`src/rtl/airlock_sequencer.sv`:
```
// Airlock chamber sequencer: drives doors, pump and one shared countdown timer
// to move crew between habitat and vacuum, arbitrating arrive/leave round-robin.
module airlock_sequencer #(
    parameter int unsigned CW           = 4,
    parameter int unsigned EVAC_TICKS   = 8,
    parameter int unsigned PRESS_TICKS  = 7,
    parameter int unsigned SETTLE_TICKS = 5
) (
    input  logic          clk,
    input  logic          reset,
    input  logic          tick,
    input  logic          arrive_req,
    input  logic          leave_req,
    input  logic          occupied,
    input  logic          hold,
    output logic          grant_arrive,
    output logic          grant_leave,
    output logic          inner_port,
    output logic          outer_port,
    output logic          evacuating,
    output logic          pressurizing,
    output logic          settling,
    output logic          busy,
    output logic [CW-1:0] count
);

    localparam logic [CW-1:0] EVAC_N     = CW'(EVAC_TICKS);
    localparam logic [CW-1:0] PRESS_N    = CW'(PRESS_TICKS);
    localparam logic [CW-1:0] SETTLE_N   = CW'(SETTLE_TICKS);
    localparam bit            HAS_SETTLE = (SETTLE_TICKS != 0);

    typedef enum logic [2:0] {
        IDLE,
        INNER_OPEN,
        OUTER_OPEN,
        SETTLE,
        EVAC,
        PRESS
    } state_t;

    state_t        state, state_nxt;
    logic          dir, dir_nxt;
    logic          phase, phase_nxt;
    logic          rr_leave, rr_leave_nxt;
    logic [CW-1:0] count_nxt;
    logic          grant_arrive_nxt, grant_leave_nxt;
    logic          timer_done;

    assign timer_done = (count == '0);

    // Next-state, arbitration and timer logic; hold freezes everything.
    always_comb begin
        state_nxt        = state;
        dir_nxt          = dir;
        phase_nxt        = phase;
        rr_leave_nxt     = rr_leave;
        grant_arrive_nxt = 1'b0;
        grant_leave_nxt  = 1'b0;
        count_nxt        = count;

        if (!hold) begin
            unique case (state)
                IDLE: begin
                    if (arrive_req && (!leave_req || !rr_leave)) begin
                        grant_arrive_nxt = 1'b1;
                        dir_nxt          = 1'b0;
                        phase_nxt        = 1'b0;
                        rr_leave_nxt     = 1'b1;
                        state_nxt        = EVAC;
                    end else if (leave_req) begin
                        grant_leave_nxt = 1'b1;
                        dir_nxt         = 1'b1;
                        phase_nxt       = 1'b0;
                        rr_leave_nxt    = 1'b0;
                        state_nxt       = INNER_OPEN;
                    end
                end
                EVAC: begin
                    if (timer_done) state_nxt = OUTER_OPEN;
                end
                // Arrive waits for the occupant to step in, leave for them to step out.
                OUTER_OPEN: begin
                    if (occupied != dir) begin
                        phase_nxt = 1'b1;
                        state_nxt = HAS_SETTLE ? SETTLE : PRESS;
                    end
                end
                INNER_OPEN: begin
                    if (occupied == dir) begin
                        if (!dir) state_nxt = IDLE;
                        else      state_nxt = HAS_SETTLE ? SETTLE : EVAC;
                    end
                end
                SETTLE: begin
                    if (timer_done) state_nxt = (dir && !phase) ? EVAC : PRESS;
                end
                PRESS: begin
                    if (timer_done) state_nxt = dir ? IDLE : INNER_OPEN;
                end
                default: state_nxt = IDLE;
            endcase

            if (state_nxt != state) begin
                unique case (state_nxt)
                    EVAC:    count_nxt = EVAC_N;
                    PRESS:   count_nxt = PRESS_N;
                    SETTLE:  count_nxt = SETTLE_N;
                    default: count_nxt = '0;
                endcase
            end else if (tick && !timer_done) begin
                count_nxt = count - CW'(1);
            end
        end
    end

    // State register with outputs decoded from the next state.
    always_ff @(posedge clk) begin
        if (reset) begin
            state        <= IDLE;
            dir          <= 1'b0;
            phase        <= 1'b0;
            rr_leave     <= 1'b0;
            count        <= '0;
            grant_arrive <= 1'b0;
            grant_leave  <= 1'b0;
            inner_port   <= 1'b0;
            outer_port   <= 1'b0;
            evacuating   <= 1'b0;
            pressurizing <= 1'b0;
            settling     <= 1'b0;
            busy         <= 1'b0;
        end else begin
            state        <= state_nxt;
            dir          <= dir_nxt;
            phase        <= phase_nxt;
            rr_leave     <= rr_leave_nxt;
            count        <= count_nxt;
            grant_arrive <= grant_arrive_nxt;
            grant_leave  <= grant_leave_nxt;
            inner_port   <= (state_nxt == INNER_OPEN);
            outer_port   <= (state_nxt == OUTER_OPEN);
            evacuating   <= (state_nxt == EVAC);
            pressurizing <= (state_nxt == PRESS);
            settling     <= (state_nxt == SETTLE);
            busy         <= (state_nxt != IDLE);
        end
    end

endmodule

```
`config.mk`:
```
export PLATFORM = sky130hd
export DESIGN_NAME = airlock_sequencer
export DESIGN_NICKNAME = d
export VERILOG_FILES = /design/src/rtl/airlock_sequencer.sv
export SDC_FILE = /design/constraint.sdc
export NUM_CORES = 1
export LEC_CHECK = 0
export BUFFER_PORTS_ARGS = -buffer_cell sky130_fd_sc_hd__clkbuf_2
export CORE_ASPECT_RATIO = 0.6
export CORE_MARGIN = 2
export CORE_UTILIZATION = 47
export CTS_CLUSTER_SIZE = 28
export DETAILED_ROUTE_END_ITERATION = 10
export MAX_ROUTING_LAYER = met4
export PLACE_DENSITY_LB_ADDON = 0.1
export SETUP_SLACK_MARGIN = 0.3
export SYNTH_ARGS = -nofsm -noshare
export SYNTH_HDL_FRONTEND = slang
export SYNTH_SLANG_ARGS = --single-unit
```
`constraint.sdc`:
```
create_clock -name clk -period 2.4 [get_ports clk]
set_input_delay 0.48 -clock clk [delete_from_list [all_inputs] [get_ports clk]]
set_output_delay 0.48 -clock clk [all_outputs]
set_load 0.005 [all_outputs]
```
Word-level counts from Yosys, hierarchy flattened
Index checks and enable logic that the tools add are counted.
{"block": "op_classes", "shifts": 0, "div": 0, "multipliers": 0, "reduce_logical": 19, "bitwise_logic": 2, "muxes": 25, "n_lt_le_gt_ge": 0, "addsub": 1, "n_eq_ne": 18}
{"cell": "$mux 3", "count": 9}
{"cell": "$eq 3x3->1 const B", "count": 6}
{"cell": "$pmux 3 s6", "count": 1}
{"cell": "$eq 3x2->1 const B", "count": 5}
{"cell": "$pmux 4 s3", "count": 1}
{"cell": "$mux 1", "count": 10}
{"cell": "$mux 4", "count": 2}
{"cell": "$eq 3x1->1 const B", "count": 2}
{"cell": "$reduce_bool 2->1", "count": 3}
{"cell": "$logic_not 1->1", "count": 4}
{"cell": "$logic_not 4->1", "count": 1}
{"cell": "$reduce_and 4->1", "count": 1}
{"cell": "$reduce_or 4->1", "count": 1}
{"cell": "$sub 4x1->4 const B", "count": 1}
{"cell": "$logic_and 1x1->1", "count": 3}
{"cell": "$logic_not 3->1", "count": 1}
{"cell": "$ne 3x3->1", "count": 1}
{"cell": "$ne 3x3->1 const B", "count": 1}
{"cell": "$reduce_and 3->1", "count": 1}
{"cell": "$reduce_bool 3->1", "count": 1}
{"cell": "$reduce_or 3->1", "count": 1}
{"cell": "$mux 2", "count": 1}
{"cell": "$ne 2x2->1 const B", "count": 1}
{"cell": "$not 1->1", "count": 2}
{"cell": "other kinds (5)", "count": 5}
{"block": "totals", "reg_bits": 18, "out_inout_bits": 12, "rom_bits": 0, "latch_bits": 0, "wordCells": 78, "ramBits": 0, "in_bits": 7, "n_memories": 0}

Longest topological paths before layout
{"block": "depth", "ltp_word": 9, "mapped_depth": 9}

Least setup slack after synthesis
Ideal clock, no wire load.
{"block": "synth_path", "path_type": "flip-flop to flip-flop", "start": "reg count[0]", "end": "reg count[2]", "t_arrival_ns": 1.907, "required_time_ns": 2.268, "setup_ns": 0.132, "path_slack_ns": 0.361, "path_stages_with_launch": 8, "cell_sequence": "dfxtp_1 > inv_1 > ha_1 > nor3b_4 > a32o_1 > a221o_2 > a311oi_1 > nor3_1"}
{"block": "synth_via", "elab_chain_len": 7, "elab_cells_between_ends": 18, "classes_between": "add/sub (1); eq/ne (4); mux (8); reduce/logical (5)"}
{"element": "start, declared", "line_no": "24", "source": "output logic [CW-1:0] count"}
{"element": "start signal, assigned", "line_no": "137", "source": "count <= count_nxt;"}
{"element": "$logic_not 4->1", "line_no": "49", "source": "assign timer_done = (count == '0);"}
{"element": "$mux 3, on equally long branches", "line_no": "98, 79, 95"}
{"element": "$pmux 3 s6", "line_no": "62", "source": "unique case (state)"}
{"element": "$mux 3", "line_no": "61", "source": "if (!hold) begin"}
{"element": "$eq 3x2->1, or another cell as far along", "line_no": "104", "source": "unique case (state_nxt)"}
{"element": "$pmux 4 s3 / $reduce_bool 2->1 (equally long branches)"}
{"element": "$mux 4 / $reduce_and 2->1 (equally long branches)"}
Several ways; a longest one is shown, not always the timed one. The select of a mux whose other input is x is not followed.
A chain may end at the register's enable or synchronous reset.

Worst setup path after layout
{"block": "layout_path", "start": "reg count[0]", "end": "reg count[0]"}
The elaborated chain is that of the path after synthesis.

==> key figures <==
Outcome
  • Status: complete, no violations

Logic synthesis
  • Post-synthesis xor/xnor area fraction: 1.59%
  • Largest family of logic cells by synthesized area: compound AO/OA/AOI/OAI gates
  • Ys Warns: 0
  • Syn Inst Count: 130
  • Mux contribution to synthesized area: 0.911%
  • Syn Std Cell Area: 1100 um2
  • Simple logic cell fraction of the synthesized area: 26.5%
  • Adder-Cell Fraction of Synth Area: 1.14%
  • Cell variety after synth: 51
  • Syn Nets: 138
  • #FFs+latches synth: 18
  • Ys flop type: dfxtp_1
  • Compound-Gate Fraction of Synth Area: 28.9%
  • Asr flop ratio synth: 0%
  • Sequential area share after synthesis: 32.8%
  • Syn avg cell area: 8.45 um2
  • Post-synth EDFFs: 0
  • Top area cells in the synthesized netlist: dfxtp_1, a21oi_1, nor2_1
  • Largest area contributor in the netlist: dfxtp_1
  • Top cell type's share of synthesized area: 32.8%

STA
  • Post-route minimum period: 2.10 ns
  • Fin crit share: 87.6%
  • Hold Vio Cnt, Final: 0
  • Clock Skew: 0.00692 ns
  • # setup viols final: 0
  • Setup TNS: 0 ns
  • RSZ-0062 raised after global routing: yes
  • Final worst slack: 0.298 ns
  • Slew margin rel.: 74.1%
  • Fmax: 0.476 GHz
  • Max Slew Vio Count: 0
  • Worst-Margin Slew: 0.385 ns

Drt
  • DRT iter0 DRCs: 96
  • Drt total wl: 2880 um
  • DR vias: 1108
  • Vias per inst: 5.99
  • DRT Pass-1 Iters: 5
  • DRC viols: 0
  • Final ANT Viol Nets: 0
  • Drt wl/cell: 15.6 um

Layout
  • Antenna Cells: 0
  • Area growth syn-to-layout: 29.3%
  • Proportion of layout cells with a drive suffix above 1: 36.8%
  • Final net count: 164

Clocking
  • Clock buffer depth: 2
  • Reg clk slew, reported paths: 0.07 ns
  • Hold buffer count at cts: 0
  • Clock buffer count from CTS: 3
  • TritonCTS clock tree: yes
  • # clock sinks: 18
  • H-tree depth: 1
  • CTS root buffer: clkbuf_8
  • Skew-Pair Late Insertion Delay: 0.26 ns

Critical path
  • Crit-path leading delay family: compound AO/OA/AOI/OAI gates
  • Worst path cell trace: inv_6 > ha_4 > nor3b_4 > a32o_1 > a221o_2 > nor2b_4 > a21o_1 > a2111oi_4
  • CP Max Fanout: 7
  • CP max stage cell: a221o_2
  • Critical Path End Type: flop
  • CP bufs+invs: 1
  • Critical Path AT: 2.23 ns
  • Crit path kind: flop to flop
  • Highest cell delay on the worst timing path: 0.45 ns
  • R2R depth: 8
  • Worst Path Required: 2.53 ns
  • Number of cells on the critical path: 8
  • Critical path startpoint category: flop

Worst hold path
  • Worst hold stages: 2
  • Worst Hold Class: input pin to flop

Flow run
  • Maxcap violations: 0

Floorplanning
  • I/O pin count: 19
  • Die Wd: 66.4 um
  • Die footprint: 2750 um2
  • Initial Util: 50.0%
  • Core footprint: 2200 um2
  • Row cnt: 13
  • Die height: 41.5 um

Global route
  • All-Layer GR Usage: 19.9%
  • Initial antenna violation count: 0
  • Global-route wire length before repair: 4130 um
  • Remaining global-route overflow: 0
  • Largest net degree at the start of global routing: 16
  • Vias in the first global route: 834

Power
  • VDD IR max: 0.555 mV
  • P_leak: 0.000584 uW
  • Pwr Density: 1010 nW/um2

Placement
  • Pre-CTS setup slack: 0.243 ns
  • Routability Congestion: 0.866
  • PortBufs: 18
  • DP Wirelength: 1800 um
worst reg2reg max path: cells and delay by family (launching register included):
family                   cells  cell delay [ns]
AO/OA/AOI/OAI                4             1.01
AND/OR/NAND/NOR              2             0.41
flip-flops                   1             0.37
adder cells (fa/ha/maj)      1             0.15
buffers and inverters        1             0.04
timing repair:
action | in CTS | in global routing
pin swaps | 1 | 8
cloned | 0 | 0
setup endpoints to repair | 3 | 10
buffers inserted | 1 | 10
resized for setup | 3 | 20
endpoints found under the hold margin | 0 | 0
cell families after synthesis:
kind of cell,Yosys count
AOI/OAI and AO/OA,41
muxes,1
xor gates and xnor gates,2
DFF,18
buffers and inverters,17
adders and majority gates,1
and+or+nand+nor,50
power by group:
part | internal (uW) | total, uW | switching [uW]
Clock | 146 | 246 | 100
Combinational | 361 | 750 | 389
Sequential | 357 | 437 | 80.3
metal layers:
layer | global-route usage (%) | vias to the layer above | wire (um)
li1 | - | 540 | -
met1 | 30.5 | 511 | 1330
met2 | 25.2 | 48 | 1230
met3 | 6.23 | 9 | 240
met4 | 4.08 | 0 | 72
met5 | - | - | 0
Yosys cell counts, types with 3 or more instances:
| cell type | count |
|---|---|
| dfxtp_1 | 18 |
| nor2_1 | 11 |
| a21oi_1 | 9 |
| nor3_1 | 7 |
| inv_1 | 6 |
| clkbuf_1 | 5 |
| nand2_1 | 5 |
| nand3_1 | 4 |
| a22oi_1 | 3 |
| a31oi_1 | 3 |
| nand2b_1 | 3 |
| nor2b_1 | 3 |
| nor4_1 | 3 |
final timing paths:
check / startpoint / endpoint / slack (ns)
setup / recovery: count[0] / count[0] / 0.30
hold / removal: leave_req / rr_leave / 0.49
setup reg to reg: count[0] / count[0] / 0.30
hold reg to reg: rr_leave / rr_leave / 0.50
metrics by stage:
step | power (uW) | instances | hold WS, ns | utilization, % | cell area (um2)
3_3_place_gp | 974 | 170 | 0.481 | 53.8 | 1180
2_1_floorplan | 868 | 130 | 0.463 | - | 1100
6_report | 1430 | 185 | 0.488 | 64.7 | 1420
5_1_grt | 1530 | 185 | 0.504 | 64.7 | 1420
4_1_cts | 1250 | 175 | 0.476 | 57.1 | 1250
3_5_place_dp | 975 | 170 | 0.487 | 53.8 | 1180
area by class of cell:
| class | count | area, um2 |
|---|---|---|
| Fill cell | 196 | 776 |
| Multi-Input combinational cell | 95 | 732 |
| Sequential cell | 18 | 370 |
| Timing Repair Buffer | 32 | 195 |
| Clock buffer | 4 | 55.1 |
| Tap cell | 30 | 37.5 |
| Inverter | 6 | 30.0 |
sequential cells by signal, summed over array words and instances, names as in the netlist:
signal	count
pressurizing	1
busy	1
rr_leave	1
phase	1
count	4
inner_port	1
state	3
grant_arrive	1
settling	1
outer_port	1
evacuating	1
dir	1
grant_leave	1
cell usage in the layout (no fill, tap or decap), drive strengths merged, types with 3 or more instances in the layout:
master and instances:
a221o 3, nor3 7, inv 6, nand3 4, buf 14, clkbuf 22
nand2 5, a31oi 3, nor2 11, dfxtp 18, nor4 3, or2 3
nor2b 4, nand2b 3, a21oi 9, nor3b 3, a22oi 3
Note: power is estimated with default switching activity, not from simulation.
